### src/rtl/div_mon_pkg.sv
// Shared types and helpers for the divided-clock health monitor.
package div_mon_pkg;

    typedef enum logic [1:0] {
        IDLE,
        ACQUIRE,
        CHECK,
        LOCKED
    } mon_state_e;

    localparam int ERR_CNT_W = 8;

    function automatic logic [ERR_CNT_W-1:0] err_inc(input logic [ERR_CNT_W-1:0] v);
        return (v == '1) ? v : v + 1'b1;
    endfunction

endpackage

### src/rtl/mon_edge_det.sv
// Brings mon_clk into the in_clk domain as data and flags its rising edges.
module mon_edge_det #(
    parameter int SYNC_STAGES = 2
) (
    input  logic in_clk,
    input  logic reset_n,
    input  logic mon_clk,
    output logic s_q,
    output logic rise
);

    logic s_prev_q;
    logic s_prev_d;

    generate
        if (SYNC_STAGES == 0) begin : g_direct
            assign s_q = mon_clk;
        end else begin : g_sync
            logic [SYNC_STAGES-1:0] sync_q;
            logic [SYNC_STAGES-1:0] sync_d;

            always_comb begin
                sync_d[0] = mon_clk;
                for (int i = 1; i < SYNC_STAGES; i++) begin
                    sync_d[i] = sync_q[i-1];
                end
            end

            always_ff @(posedge in_clk or negedge reset_n) begin
                if (!reset_n) begin
                    sync_q <= '0;
                end else begin
                    sync_q <= sync_d;
                end
            end

            assign s_q = sync_q[SYNC_STAGES-1];
        end
    endgenerate

    always_comb begin
        s_prev_d = s_q;
    end

    always_ff @(posedge in_clk or negedge reset_n) begin
        if (!reset_n) begin
            s_prev_q <= 1'b0;
        end else begin
            s_prev_q <= s_prev_d;
        end
    end

    assign rise = s_q & ~s_prev_q;

endmodule

### src/rtl/div_clk_monitor.sv
// Measures period and high time of a divided clock in in_clk cycles and
// reports lock, period/duty errors and stuck-clock timeouts.
module div_clk_monitor
    import div_mon_pkg::*;
#(
    parameter int DIV_RATIO   = 2,
    parameter int SYNC_STAGES = 2,
    parameter int CNT_W       = 8,
    parameter int LOCK_COUNT  = 4,
    parameter int TIMEOUT     = 8
) (
    input  logic                 in_clk,
    input  logic                 reset_n,
    input  logic                 en,
    input  logic                 mon_clk,
    output logic                 locked,
    output logic                 meas_valid,
    output logic [CNT_W-1:0]     period_meas,
    output logic [CNT_W-1:0]     high_meas,
    output logic                 period_err,
    output logic                 stuck_err,
    output logic [ERR_CNT_W-1:0] err_count
);

    localparam int GOOD_W = $clog2(LOCK_COUNT + 1);
    localparam logic [CNT_W-1:0] CNT_MAX = {CNT_W{1'b1}};

    logic s_q;
    logic rise;

    mon_state_e state_q, state_d;
    logic [CNT_W-1:0]     per_cnt_q, per_cnt_d;
    logic [CNT_W-1:0]     hi_cnt_q, hi_cnt_d;
    logic [GOOD_W-1:0]    good_cnt_q, good_cnt_d;
    logic                 locked_q, locked_d;
    logic                 meas_valid_q, meas_valid_d;
    logic [CNT_W-1:0]     period_meas_q, period_meas_d;
    logic [CNT_W-1:0]     high_meas_q, high_meas_d;
    logic                 period_err_q, period_err_d;
    logic                 stuck_err_q, stuck_err_d;
    logic [ERR_CNT_W-1:0] err_count_q, err_count_d;

    logic                 good_period;
    logic                 timeout;
    logic [GOOD_W-1:0]    good_inc;
    logic [CNT_W-1:0]     per_next;
    logic [CNT_W-1:0]     hi_next;

    mon_edge_det #(
        .SYNC_STAGES(SYNC_STAGES)
    ) u_edge (
        .in_clk (in_clk),
        .reset_n(reset_n),
        .mon_clk(mon_clk),
        .s_q    (s_q),
        .rise   (rise)
    );

    always_comb begin
        state_d       = state_q;
        per_cnt_d     = per_cnt_q;
        hi_cnt_d      = hi_cnt_q;
        good_cnt_d    = good_cnt_q;
        meas_valid_d  = 1'b0;
        period_err_d  = 1'b0;
        stuck_err_d   = 1'b0;
        period_meas_d = period_meas_q;
        high_meas_d   = high_meas_q;
        err_count_d   = err_count_q;

        good_period = (per_cnt_q == CNT_W'(DIV_RATIO)) && (hi_cnt_q == CNT_W'(DIV_RATIO / 2));
        timeout     = (per_cnt_q >= CNT_W'(TIMEOUT));
        good_inc    = good_cnt_q + 1'b1;
        per_next    = (per_cnt_q == CNT_MAX) ? per_cnt_q : per_cnt_q + 1'b1;
        hi_next     = (s_q && (hi_cnt_q != CNT_MAX)) ? hi_cnt_q + 1'b1 : hi_cnt_q;

        if (!en) begin
            state_d    = IDLE;
            per_cnt_d  = '0;
            hi_cnt_d   = '0;
            good_cnt_d = '0;
        end else begin
            case (state_q)
                IDLE: begin
                    state_d    = ACQUIRE;
                    per_cnt_d  = '0;
                    hi_cnt_d   = '0;
                    good_cnt_d = '0;
                end
                default: begin
                    // A rise closes the running period; it takes priority over a timeout.
                    if (rise) begin
                        per_cnt_d = CNT_W'(1);
                        hi_cnt_d  = CNT_W'(1);
                        if (state_q == ACQUIRE) begin
                            state_d = CHECK;
                        end else begin
                            meas_valid_d  = 1'b1;
                            period_meas_d = per_cnt_q;
                            high_meas_d   = hi_cnt_q;
                            if (good_period) begin
                                if (state_q == CHECK) begin
                                    good_cnt_d = good_inc;
                                    if (good_inc == GOOD_W'(LOCK_COUNT)) begin
                                        state_d = LOCKED;
                                    end
                                end
                            end else begin
                                period_err_d = 1'b1;
                                good_cnt_d   = '0;
                                state_d      = CHECK;
                            end
                        end
                    end else if (timeout) begin
                        stuck_err_d = 1'b1;
                        state_d     = ACQUIRE;
                        per_cnt_d   = '0;
                        hi_cnt_d    = '0;
                        good_cnt_d  = '0;
                    end else begin
                        per_cnt_d = per_next;
                        hi_cnt_d  = hi_next;
                    end
                end
            endcase
        end

        if (period_err_d || stuck_err_d) begin
            err_count_d = err_inc(err_count_q);
        end
        locked_d = (state_d == LOCKED);
    end

    always_ff @(posedge in_clk or negedge reset_n) begin
        if (!reset_n) begin
            state_q       <= IDLE;
            per_cnt_q     <= '0;
            hi_cnt_q      <= '0;
            good_cnt_q    <= '0;
            locked_q      <= 1'b0;
            meas_valid_q  <= 1'b0;
            period_meas_q <= '0;
            high_meas_q   <= '0;
            period_err_q  <= 1'b0;
            stuck_err_q   <= 1'b0;
            err_count_q   <= '0;
        end else begin
            state_q       <= state_d;
            per_cnt_q     <= per_cnt_d;
            hi_cnt_q      <= hi_cnt_d;
            good_cnt_q    <= good_cnt_d;
            locked_q      <= locked_d;
            meas_valid_q  <= meas_valid_d;
            period_meas_q <= period_meas_d;
            high_meas_q   <= high_meas_d;
            period_err_q  <= period_err_d;
            stuck_err_q   <= stuck_err_d;
            err_count_q   <= err_count_d;
        end
    end

    assign locked      = locked_q;
    assign meas_valid  = meas_valid_q;
    assign period_meas = period_meas_q;
    assign high_meas   = high_meas_q;
    assign period_err  = period_err_q;
    assign stuck_err   = stuck_err_q;
    assign err_count   = err_count_q;

endmodule
### config.mk
export PLATFORM = sky130hd
export DESIGN_NAME = div_clk_monitor
export DESIGN_NICKNAME = d
export VERILOG_FILES = /design/src/rtl/div_mon_pkg.sv /design/src/rtl/mon_edge_det.sv /design/src/rtl/div_clk_monitor.sv
export SDC_FILE = /design/constraint.sdc
export NUM_CORES = 1
export LEC_CHECK = 0
export ABC_CLOCK_PERIOD_IN_PS = 2100
export CORE_MARGIN = 1
export CORE_UTILIZATION = 50
export CTS_CLUSTER_DIAMETER = 120
export DETAILED_ROUTE_END_ITERATION = 6
export GPL_TIMING_DRIVEN = 0
export MAX_ROUTING_LAYER = met4
export PLACE_DENSITY = 0.74
export SLEW_MARGIN = 0
export SYNTH_ARGS = -nofsm -noshare
export SYNTH_HDL_FRONTEND = slang
export SYNTH_SLANG_ARGS = --single-unit
### constraint.sdc
create_clock -name in_clk -period 2.1 [get_ports in_clk]
set_input_delay 0.42 -clock in_clk [delete_from_list [all_inputs] [get_ports in_clk]]
set_output_delay 0.42 -clock in_clk [all_outputs]
set_load 0.05 [all_outputs]
==> metrics.txt <==
most area-consuming cells after synthesis dfrtp_1 (56%), nand2_1 (7.8%), ha_1 (4.3%), xor2_1 (4.2%), nor2_1 (2.8%); post-route setup slack 0.1044 ns; clk sinks 52; CTS tree done; grt ovf 0; TritonCTS buffer count 5; Buffers & Inverters on Critical Path 1; Syn-to-layout area delta 22.08%; Levels on crit path 1; Hold Vio Cnt, Final 0; die area 4887 um^2; initial drt markers 140; Core Rows 24; fillcell total 360; outcome finished, final reports clean; Synth cell types 43; # resized after CTS 0; Post-CTS Setup Inserts 0; sw frac 0.3095; antenna violations before repair 0; asr flop ratio synth 1.000; Initial Util 0.5260; RD Place Congestion 0.8044; clock tree buffer depth 2; final wirelength 4144 um; Avg Inst Size Synth 10.39 um^2; top cell type's share of synthesized area 0.5643; max frequency 0.5011 GHz; Tmin final 1.996 ns; Hold WS 0.07583 ns; power density cells 824.4 nW/um^2; vias in the first global route 1,619; Final Cell Area 2815 um^2; share of cells above drive strength 1 0.09434; WL/cell 13.07 um; Die Width 69.91 um; Util after Layout 0.6421; worst slew pin tran 0.5193 ns; H-tree levels 2; nets 276; WP data required 1.68 ns; maximum vdd drop 0.9330 mV; CORE AREA 4384 um^2; Pins Over Slew Limit 0; largest area contributor in the synthesized netlist dfrtp_1; clock network fraction of design power 0.289; clk_skew 0.007338 ns; ANT nets after route 0; Critical Path Slowest Stage Cell clkdlybuf4s50_1; crit-path cells clkdlybuf4s50_1; startpoint types register; Worst Setup End Kind output pin; dpl ws -0.01593 ns; antenna cell count 0; Die Ht 69.91 um; hpwl dp 2941 um; Leak 1.326 nW; Worst Path Arrival 1.58 ns; part of the power in combinational logic 0.217; Seq pwr share 0.494; clock root buffer clkbuf_8; RSZ-0062 raised after global routing no; net switching power 0.7183 mW; Synth Flop Type dfrtp_1; worst r2r path cells 7; Cells after Synth 222; Vias 1,619; # setup viols final 0; Synth Cell Area 2306 um^2; global-route wire length before repair 7293 um; vias per cell 5.107; First-pass DRT Iterations 2; Internal Pwr Total 1.603 mW; Worst-path clk slew 0.09 ns; CP top delay family buffers and inverters; yosys warns 0; DRC 0; sequential cell area fraction in the yosys report 0.5643; Worst-Skew Late Latency 0.30 ns; Buffers on Ports 31; crit path max fanout 5; synth cell count leaders dfrtp_1 (52), nand2_1 (48), nor2_1 (17), o21ai_0 (12); most common cell in the netlist dfrtp_1; worst rel slew slack 0.6538; worst hold path class input port to async pin; final cycle utilization of the critical path 0.9503; CP Class register to output pin; max cap viols 0; DP Area 2708 um^2; count of state elements after synthesis 52; number of hold buffers added after CTS 0; crit-path max cell delay 0.83 ns; pin count of the biggest net entering global routing 31; number of synthesized flops with an enable pin 0; All-Layer GR Usage 0.1928; IO Pins 32
==> power groups by stage <==
stage	clock network [mW]	logic (mW)	registers, mW
after floorplan	0	0.115	1.37
after detailed placement	0	0.503	1.17
after global routing	0.726	0.530	1.16
final	0.672	0.503	1.15
after CTS	0.699	0.507	1.15
after global placement	0	0.494	1.16
==> kinds of logic (layout without fill, tap and decap cells) <==
family / after synthesis / after routing / share of synthesized area
AOI/OAI and AO/OA: 26 / 26 / 0.07380
muxes: 1 / 1 / 0.006509
other: 1 / 4 / 0.001626
buffers and inverters: 11 / 51 / 0.01953
adders and majority gates: 8 / 8 / 0.04341
xor gates and xnor gates: 14 / 14 / 0.05318
DFF: 52 / 52 / 0.5643
and+or+nand+nor: 109 / 109 / 0.2377
==> cell type report <==
| type | count | area [um^2] | area share |
|---|---|---|---|
| multi-input combinational | 162 | 970.9 | 0.3449 |
| clock inverter | 2 | 35.03 | 0.01244 |
| sequential | 52 | 1301 | 0.4622 |
| buffer | 5 | 22.52 | 0.008000 |
| tap | 52 | 65.06 | 0.02311 |
| inverter | 6 | 22.52 | 0.008000 |
| timing repair buffer | 32 | 325.3 | 0.1156 |
| clock buffer | 6 | 72.57 | 0.02578 |
==> placed cells by master, fill, tap and decap left out, types with 8 or more instances in the layout <==
| cell | n |
|---|---|
| clkdlybuf4s50_1 | 30 |
| o21ai_0 | 12 |
| nor2_1 | 17 |
| xor2_1 | 11 |
| ha_1 | 8 |
| nand2_1 | 48 |
| dfrtp_1 | 52 |
| nand3_1 | 11 |
==> stage by stage <==
stage               TNS [ns]  power, mW  cells
CTS                        0      2.351    317
global placement      -46.35      1.659    308
global route               0      2.413    317
finish                     0      2.321    317
detailed placement  -0.01593      1.669    309
floorplan                  0      1.482    225
==> sequential cells by signal, indices dropped and copies added (netlist names) <==
| register | count |
|---|---|
| stuck_err | 1 |
| period_meas | 8 |
| state_q | 2 |
| locked | 1 |
| meas_valid | 1 |
| good_cnt_q | 3 |
| err_count | 8 |
| per_cnt_q | 8 |
| u_edge.s_prev_q | 1 |
| u_edge.g_sync.sync_q | 2 |
| hi_cnt_q | 8 |
| high_meas | 8 |
| period_err | 1 |
==> worst register-to-register path: stages (launching register included) <==
cell and delay (ns):
dfrtp_1 0.41, inv_1 0.14, ha_1 0.16, nor4b_2 0.21
nand3_2 0.19, a21oi_4 0.28, nor2_2 0.10, mux2_4 0.30
==> layer usage <==
| layer | part of all wire | track usage |
|---|---|---|
| met1 | 0.50 | 0.2692 |
| met2 | 0.45 | 0.2874 |
| met3 | 0.033 | 0.03896 |
| met4 | 0.015 | 0.06000 |
| met5 | 0 | - |
==> final timing paths <==
path                                              start                      end  slack [ns]
worst max-delay path                       err_count[3]             err_count[3]        0.10
worst min-delay path                            reset_n             err_count[2]        0.08
worst max register to register             per_cnt_q[0]             err_count[1]        0.21
worst min register to register  u_edge.g_sync.sync_q[0]  u_edge.g_sync.sync_q[1]        0.36
max in group asynchronous                       reset_n           period_meas[5]        1.49
min in group in_clk             u_edge.g_sync.sync_q[0]  u_edge.g_sync.sync_q[1]        0.36
Note: power is estimated with default switching activity, not from simulation.
